## src/rtl/serial_subtractor_pkg.sv

```systemverilog
// Shared arithmetic package: FSM state type and slice/counter sizing.
// Imported by the serial subtractor datapath.
package arith_pkg;

  typedef enum logic [1:0] {
    IDLE,
    CALC,
    DONE
  } sub_state_t;

  localparam int DEF_WIDTH = 8;
  localparam int DEF_STEP  = 1;

  function automatic int slices(
    input int width,
    input int step
  );
    return width / step;
  endfunction

  // One spare bit so that N=1 still yields a non-zero-width counter.
  function automatic int cnt_width(
    input int n
  );
    return $clog2(n) + 1;
  endfunction

endpackage

```

## src/rtl/serial_subtractor_if.sv

```systemverilog
// Start/done handshake and operand/result bundle.
// The controlling FSM is the master and the subtractor is the slave.
interface serial_subtractor_if #(
  parameter int WIDTH = 8
);

  logic             start;
  logic [WIDTH-1:0] a;
  logic [WIDTH-1:0] b;
  logic             borrow_in;
  logic             busy;
  logic             done;
  logic [WIDTH-1:0] difference;
  logic             borrow;
  logic             overflow;

  modport master (
    output start,
    output a,
    output b,
    output borrow_in,
    input  busy,
    input  done,
    input  difference,
    input  borrow,
    input  overflow
  );

  modport slave (
    input  start,
    input  a,
    input  b,
    input  borrow_in,
    output busy,
    output done,
    output difference,
    output borrow,
    output overflow
  );

endinterface

```

## src/rtl/serial_subtractor_full_subtractor.sv

```systemverilog
// One-bit full subtractor cell: d = a - b - bin, bout = borrow out.
// Chained STEP times per slice inside the serial subtractor.
module full_subtractor (
  input  logic a,
  input  logic b,
  input  logic bin,
  output logic d,
  output logic bout
);

  assign d    = a ^ b ^ bin;
  assign bout = (~a & b) | (~(a ^ b) & bin);

endmodule

```

## src/rtl/serial_subtractor.sv

```systemverilog
// Multi-cycle WIDTH-bit subtractor: STEP bits per cycle through a
// chain of full subtractors, borrow registered between slices.
module serial_subtractor
  import arith_pkg::*;
#(
  parameter int WIDTH = DEF_WIDTH,
  parameter int STEP  = DEF_STEP
) (
  input logic            clk,
  input logic            rst_n,
  serial_subtractor_if.slave bus
);

  localparam int N  = slices(WIDTH, STEP);
  localparam int CW = cnt_width(N);

  sub_state_t       state;
  logic [WIDTH-1:0] a_sh;
  logic [WIDTH-1:0] b_sh;
  logic [WIDTH-1:0] part;
  logic             bor;
  logic             a_msb;
  logic             b_msb;
  logic [CW-1:0]    cnt;

  logic             busy;
  logic             done;
  logic [WIDTH-1:0] difference;
  logic             borrow;
  logic             overflow;

  logic [STEP:0]    chain;
  logic [STEP-1:0]  slice_d;
  logic [WIDTH-1:0] slice_ext;
  logic [WIDTH-1:0] part_nxt;
  logic             last;

  assign chain[0] = bor;

  for (genvar i = 0; i < STEP; i++) begin : g_fs
    full_subtractor u_fs (
      .a    (a_sh[i]),
      .b    (b_sh[i]),
      .bin  (chain[i]),
      .d    (slice_d[i]),
      .bout (chain[i+1])
    );
  end

  // New slice enters at the MSB end; after N slices it sits in place.
  assign slice_ext = WIDTH'(slice_d);
  assign part_nxt  = (part >> STEP)
                   | (slice_ext << (WIDTH - STEP));
  assign last      = (cnt == CW'(N - 1));

  always_ff @(posedge clk or negedge rst_n) begin
    if (!rst_n) begin
      state      <= IDLE;
      a_sh       <= '0;
      b_sh       <= '0;
      part       <= '0;
      bor        <= 1'b0;
      a_msb      <= 1'b0;
      b_msb      <= 1'b0;
      cnt        <= '0;
      busy       <= 1'b0;
      done       <= 1'b0;
      difference <= '0;
      borrow     <= 1'b0;
      overflow   <= 1'b0;
    end else begin
      unique case (state)
        IDLE: begin
          done <= 1'b0;
          if (bus.start) begin
            a_sh  <= bus.a;
            b_sh  <= bus.b;
            part  <= '0;
            bor   <= bus.borrow_in;
            a_msb <= bus.a[WIDTH-1];
            b_msb <= bus.b[WIDTH-1];
            cnt   <= '0;
            busy  <= 1'b1;
            state <= CALC;
          end
        end
        CALC: begin
          a_sh <= a_sh >> STEP;
          b_sh <= b_sh >> STEP;
          part <= part_nxt;
          bor  <= chain[STEP];
          cnt  <= cnt + 1'b1;
          if (last) begin
            difference <= part_nxt;
            borrow     <= chain[STEP];
            overflow   <= (a_msb ^ b_msb)
                        & (part_nxt[WIDTH-1] ^ a_msb);
            busy       <= 1'b0;
            done       <= 1'b1;
            state      <= DONE;
          end
        end
        DONE: begin
          done  <= 1'b0;
          state <= IDLE;
        end
        default: begin
          busy  <= 1'b0;
          done  <= 1'b0;
          state <= IDLE;
        end
      endcase
    end
  end

  assign bus.busy       = busy;
  assign bus.done       = done;
  assign bus.difference = difference;
  assign bus.borrow     = borrow;
  assign bus.overflow   = overflow;

endmodule
```

## src/flat_wrapper.sv

```systemverilog
// flat-port wrapper written by rule: the top's interface ports become plain ports
module serial_subtractor_flat import arith_pkg::*;
#(
  parameter int WIDTH = DEF_WIDTH,
  parameter int STEP  = DEF_STEP
)
  (clk, rst_n, bus_start, bus_a, bus_b, bus_borrow_in, bus_busy, bus_done, bus_difference, bus_borrow, bus_overflow);
  serial_subtractor_if #(.WIDTH(WIDTH)) bus_i ();
  input logic clk;
  input logic rst_n;
  input wire logic [$bits(bus_i.start)-1:0] bus_start;
  input wire logic [$bits(bus_i.a)-1:0] bus_a;
  input wire logic [$bits(bus_i.b)-1:0] bus_b;
  input wire logic [$bits(bus_i.borrow_in)-1:0] bus_borrow_in;
  output wire logic [$bits(bus_i.busy)-1:0] bus_busy;
  output wire logic [$bits(bus_i.done)-1:0] bus_done;
  output wire logic [$bits(bus_i.difference)-1:0] bus_difference;
  output wire logic [$bits(bus_i.borrow)-1:0] bus_borrow;
  output wire logic [$bits(bus_i.overflow)-1:0] bus_overflow;
  assign bus_i.start = bus_start;
  assign bus_i.a = bus_a;
  assign bus_i.b = bus_b;
  assign bus_i.borrow_in = bus_borrow_in;
  assign bus_busy = bus_i.busy;
  assign bus_done = bus_i.done;
  assign bus_difference = bus_i.difference;
  assign bus_borrow = bus_i.borrow;
  assign bus_overflow = bus_i.overflow;
  serial_subtractor #(.WIDTH(WIDTH), .STEP(STEP)) u_core (.clk(clk), .rst_n(rst_n), .bus(bus_i));
endmodule
```

## config.mk

```make
export PLATFORM = sky130hd
export DESIGN_NAME = serial_subtractor_flat
export DESIGN_NICKNAME = d
export VERILOG_FILES = /design/src/rtl/serial_subtractor_pkg.sv /design/src/rtl/serial_subtractor_if.sv /design/src/rtl/serial_subtractor_full_subtractor.sv /design/src/rtl/serial_subtractor.sv /design/src/flat_wrapper.sv
export SDC_FILE = /design/constraint.sdc
export NUM_CORES = 1
export LEC_CHECK = 0
export ABC_AREA = 1
export BUFFER_PORTS_ARGS = -buffer_cell sky130_fd_sc_hd__buf_4
export CAP_MARGIN = 20
export CORE_MARGIN = 3
export CORE_UTILIZATION = 59
export CTS_CLUSTER_DIAMETER = 120
export CTS_CLUSTER_SIZE = 25
export DETAILED_ROUTE_END_ITERATION = 8
export PLACE_DENSITY = 0.81
export SLEW_MARGIN = 20
export SYNTH_ARGS = -nofsm -noshare
export SYNTH_HDL_FRONTEND = slang
export SYNTH_SLANG_ARGS = --single-unit
```

## constraint.sdc

```tcl
create_clock -name clk -period 2.6 [get_ports clk]
set_input_delay 0.13 -clock clk [delete_from_list [all_inputs] [get_ports clk]]
set_output_delay 0.13 -clock clk [all_outputs]
set_load 0.01 [all_outputs]
```

### Word level (Yosys, flattened, before mapping)

Cells that the tools add are included.

| storage, ports and cells | value |
|---|---|
| output and inout bits | 12 |
| word-level logic and storage cells | 56 |
| register bits after elaboration | 45 |
| latch bits | 0 |
| memories kept | 0 |
| ROM bits | 0 |
| memory bits (writable) | 0 |
| bits of input ports | 20 |

| cells by class | value |
|---|---|
| order comparisons | 0 |
| shifts and indexed selects | 0 |
| div/mod/pow operators | 0 |
| equal/unequal tests | 5 |
| multiply operators | 0 |
| muxes and demuxes | 18 |
| reductions and logical operators | 7 |
| add/sub/neg operators | 1 |
| bitwise gates (word level) | 12 |

Operator list:

| kind | count |
|---|---|
| 8-bit one-hot mux with 2 select lines | 3 |
| 8-bit 2-to-1 mux | 3 |
| 7-bit by 8-bit bitwise OR with 8-bit output | 1 |
| 4-bit one-hot mux with 2 select lines | 1 |
| 2-bit AND reduction | 4 |
| 1-bit 2-to-1 mux | 5 |
| 4-bit by 1-bit adder with 4-bit output (second input constant) | 1 |
| 4-bit by 3-bit equality test with 1-bit output (second input constant) | 1 |
| 2-bit 2-to-1 mux | 2 |
| 4-bit 2-to-1 mux | 1 |
| 2-bit one-hot mux with 2 select lines | 1 |
| 1-bit bitwise XOR | 4 |
| 1-bit AND | 3 |
| 1-bit NOT | 3 |
| 1-bit one-hot mux with 3 select lines | 1 |
| 3-bit AND reduction | 1 |
| 2-bit by 1-bit equality test with 1-bit output (second input constant) | 1 |
| 2-bit equality test (second input constant) | 1 |
| 2-bit zero test | 1 |
| 2-bit by 1-bit inequality test with 1-bit output (second input constant) | 1 |
| 2-bit inequality test (second input constant) | 1 |
| 1-bit one-hot mux with 2 select lines | 1 |
| 2-bit nonzero test | 1 |
| 1-bit bitwise OR | 1 |

### Depth between registers and ports, before layout

| depth | value |
|---|---|
| depth after elaboration | 5 |
| gate-level depth with buffers | 8 |
| mapped depth without buffers | 7 |

### By module

Synthesis repeated with hierarchy kept, for this count alone.

| second synthesis, totals | value |
|---|---|
| cells, all modules | 199 |
| area total of the unflattened synthesis | 1906.8 um^2 |

Modules (own cells, without submodules):

| module | times used | sequential area each (um^2) | cells an instance | area each (um^2) |
|---|---|---|---|---|
| serial_subtractor | 1 | 1101.1 | 195 | 1875.5 |
| full_subtractor | 1 | 0.0 | 4 | 31.3 |

### Worst setup path after synthesis

No wires, ideal clock.

| path | value |
|---|---|
| path kind | reg-to-reg |
| start point | register u_core.a_sh[0] |
| end point | register u_core.overflow (netlist: u_core.bus.overflow) |
| library setup time | 0.116 ns |
| stages on the path, launching flop included | 7 |
| slack | 1.289 ns |
| clock period less this slack | 1.311 ns |
| arrival time | 1.195 ns |
| buffers on the path | 0 |
| cells stage by stage | dfrtp_1 > fa_1 > inv_1 > nand3_1 > nand2_1 > nand2_1 > nand2_1 |

| between the ends | value |
|---|---|
| cells in the longest elaborated chain, start to end | 5 |

RTL lines:

| what | line | RTL |
|---|---|---|
| from (decl) | serial_subtractor.sv:18 | `logic [WIDTH-1:0] a_sh;` |
| from (signal assigned) | serial_subtractor.sv:76 | `a_sh <= bus.a;` |
| from (signal assigned) | serial_subtractor.sv:88 | `a_sh <= a_sh >> STEP;` |
| 1-bit bitwise XOR (2 in a row) | serial_subtractor_full_subtractor.sv:11 | `assign d = a ^ b ^ bin;` |
| via u_core.g_fs[0].u_fs.d | serial_subtractor_full_subtractor.sv:7 | `output logic d,` |
| 7-bit by 8-bit bitwise OR with 8-bit output | serial_subtractor.sv:53 | `\| (slice_ext << (WIDTH - STEP));` |
| 1-bit bitwise XOR | serial_subtractor.sv:97 | `& (part_nxt[WIDTH-1] ^ a_msb);` |
| 1-bit AND | serial_subtractor.sv:97 |  |
| to (signal assigned) | serial_subtractor.sv:96 | `overflow <= (a_msb ^ b_msb)` |
| to (decl) | serial_subtractor.sv:30 | `logic overflow;` |

The timed path passes the listed nets, and every way through them passes these cells.
A chain may end at the register's enable or synchronous reset.

### Worst setup path in the final report

| path | value |
|---|---|
| start point | register u_core.state[0] |
| end point | register u_core.difference[1] (netlist: u_core.bus.difference[1]) |

| between the ends | value |
|---|---|
| cells in the longest elaborated chain, start to end | 2 |

RTL lines:

| what | line | RTL |
|---|---|---|
| from (decl) | serial_subtractor.sv:17 | `sub_state_t state;` |
| from (signal assigned) | serial_subtractor.sv:58 | `state <= IDLE;` |
| from (signal assigned) | serial_subtractor.sv:84 | `state <= CALC;` |
| from (signal assigned) | serial_subtractor.sv:100 | `state <= DONE;` |
| 2-bit by 1-bit equality test with 1-bit output | serial_subtractor.sv:72 | `unique case (state)` |
| 2-bit AND reduction (no source line) | n/a |  |
| to (signal assigned) | serial_subtractor.sv:94 | `difference <= part_nxt;` |
| to (decl) | serial_subtractor.sv:28 | `logic [WIDTH-1:0] difference;` |

No other way between the ends.

==> results.yml <==
clock_network:
  cts-hold-fix-buffers: 3
  cts_made_buffers: 5
  cts_resized: 0
  post_cts_buffers: 0
  clk_path_buf_depth: 2
  clock_sinks: 44
  htreeDepth: 2
  cts_tree: "yes"
  root_buffer: "clkbuf_4"
  path_clk_slew_ps: 130
  clk_latency_ps: 360
worst_setup_path:
  cp_num_cells: 5
  crit_top_cell: "nand2_1"
  path_cells: "inv_2 > nor2_4 > nand2_1 > nand2_1 > o21ai_2"
  max_stage_delay_ps: 580
  r2r_cells: 5
  timing.rr.end: "u_core.bus.difference[1]"
  arrival_ps: 2120
  cp-end-kind: "flip-flop"
  cp_num_buf_inv: 1
  crit_type: "flip-flop to flip-flop"
  r2r_start: "u_core.state[0]"
  crit_path_start: "u_core.state[0]"
  rrSetupSlack_ps: 700
  start_kind: "flip-flop"
  cp_slowest_cell: "nand2_1"
  cp.required_ps: 2830
  worstPathMaxFanout: 20
  crit_end: "u_core.bus.difference[1]"
  timing.critical_path.max_delay_family: "simple AND/OR/NAND/NOR gates"
timing:
  rsz0062_at_grt: "false"
  finalCritPeriodShare: 0.7295
  tns_ps: 0
  post-route-min-period_ps: 1897
  worstMarginPinSlew_ps: 811.8
  skew_ps: 15.05
  drv_slew: 0
  finalHoldViolations: 0
  fmax_mhz: 527.2
  slew_headroom: 0.4575
  setup_viol: 0
  whs_ps: 22.84
final_layout:
  area_growth_pct: 18.31
  layout_common_cells: "nand2_1, dfrtp_1, buf_4"
  layout-drive-gt1-share: 0.2192
  layout.cells.non_filler: 304
  fin_area_sq_um: 2361
  fillCellCount: 231
  seqCellArea_sq_um: 1101
  num_antenna_cells: 0
  multi_input_comb_area_sq_um: 735.7
  final_nets: 282
  final_common_cell: "nand2_1"
floorplanning:
  die_x_um: 64.16
  io_pins: 32
  die_area_sq_um: 4117
  rows: 20
  coreArea_sq_um: 3128
  die_y_um: 64.16
  initial_core_util: 0.6380
place:
  dpl_cell_area_sq_um: 2233
  portBuffers: 31
  routabilityCongestion: 0.7185
  place_inst: 294
  hpwl_um: 2524
drt:
  first_pass_iters: 4
  ant_nets: 0
  avgRoutedWirePerCell_um: 12.60
  drtIter0Drc: 116
  routed_wl_um: 3831
  drc: 0
  vias: 1566
  routed_via_density: 5.151
power_and_ir_drop:
  leakagePower_nw: 1.246
  power_density_nw_per_um2: 1187
  peakVddDrop_mv: 0.7516
synth:
  ys_seq_area_frac: 0.5517
  synth.distinct_cells: 25
  synthCells: 227
  syn_avg_cell_area_sq_um: 8.791
  ys_seq_elements: 44
  yosys_warnings: 0
  syn_nets: 249
  yosysTopAreaCell: "dfrtp_1"
  synth_top_area_frac: 0.5517
  synth.area.top_cells: "dfrtp_1, nand2_1, nor2_1"
  synthesis.area_sq_um: 1996
global_route:
  grt_pass1_vias: 1447
  grt_usage: 0.2100
  gr-total-overflow: 0
  grt_pass1_wl_um: 6589
  antenna_found_initial: 0
  grt_max_degree: 45
min_path:
  hold_path.class: "primary input to flip-flop"
outcome:
  run_status: "finished, final reports clean"
flow_run:
  drv_cap: 0
==> per-layer routing <==
metal | vias up | share of wire | global-route usage
li1 | 780 | - | -
met3 | 9 | 0.075 | 0.07206
met4 | 0 | 0.016 | 0.06860
met5 | - | 0 | 0
met1 | 723 | 0.43 | 0.2692
met2 | 54 | 0.48 | 0.3342
==> cells in the mapped netlist <==
library cell  count
o21ai_1           3
nor2_2            2
nand2_2           2
nand2_1          61
o21ai_0           2
buf_2             4
ha_1              1
nand4_1           1
inv_2             3
a21oi_2           1
buf_4             3
buf_1             1
inv_1            24
or2_1             1
buf_6             1
o21bai_1          1
nor2_1           29
nand3b_1         11
o22ai_1           7
fa_1              1
nor2_4            1
dfrtp_1          44
nand3_1          13
a21oi_1           1
o21ai_2           9
==> kinds of logic after synthesis <==
| logic type | after synthesis | share of synthesized area |
|---|---|---|
| flops | 44 | 0.5517 |
| buf+inv | 36 | 0.07962 |
| simple gates | 121 | 0.2677 |
| fa+ha+maj | 2 | 0.01630 |
| compound gates | 24 | 0.08464 |
==> worst min-delay path, cell delays in order <==
cell and delay (ps):
buf_4 70, nand2_1 70, o21ai_0 70
==> metrics by stage <==
step | setup WS [ps] | util | power [mW]
4_1_cts | 696.6 | 0.7548 | 2.817
3_5_place_dp | 740.6 | 0.7140 | 2.296
2_1_floorplan | 1289 | - | 1.973
6_report | 703.2 | 0.7548 | 2.803
3_3_place_gp | 812.6 | 0.7140 | 2.243
5_1_grt | 521.9 | 0.7548 | 3.047
==> state kept, by name (all words and copies together) (netlist names) <==
signal and cells:
u_core.part 7, u_core.a_sh 8, u_core.bus.difference 8, u_core.a_msb 1, u_core.cnt 4, u_core.b_msb 1
u_core.bor 1, u_core.state 2, u_core.b_sh 8, u_core.bus.done 1, u_core.bus.overflow 1, u_core.bus.borrow 1
u_core.bus.busy 1
==> layout make-up <==
type,instances,area share
clock inverter,2,0.02544
sequential,44,0.4664
tap,44,0.02332
timing repair buffer,35,0.1145
inverter,27,0.04293
multi-input combinational,147,0.3116
clock buffer,5,0.01590
==> power breakdown <==
part | switching [mW] | leakage [nW] | total [mW] | internal, mW
registers | 0.179 | 0.547 | 1.16 | 0.981
clock network | 0.212 | 0.0513 | 0.507 | 0.294
logic | 0.690 | 0.647 | 1.14 | 0.447
total | 1.08 | 1.25 | 2.80 | 1.72
==> how the worst min path moves through the flow <==
stage	from	end	slack, ps	cells past startpoint
final	bus_a[7]	u_core.a_msb	20	3
after global routing	bus_a[7]	u_core.a_msb	30	3
after CTS	bus_a[7]	u_core.a_msb	8	3
after detailed placement	rst_n	u_core.bus.difference[4]	150	1
after global placement	rst_n	u_core.bus.difference[3]	150	1
after floorplan	rst_n	u_core.a_msb	-170	0
Note: power is estimated with default switching activity, not from simulation.
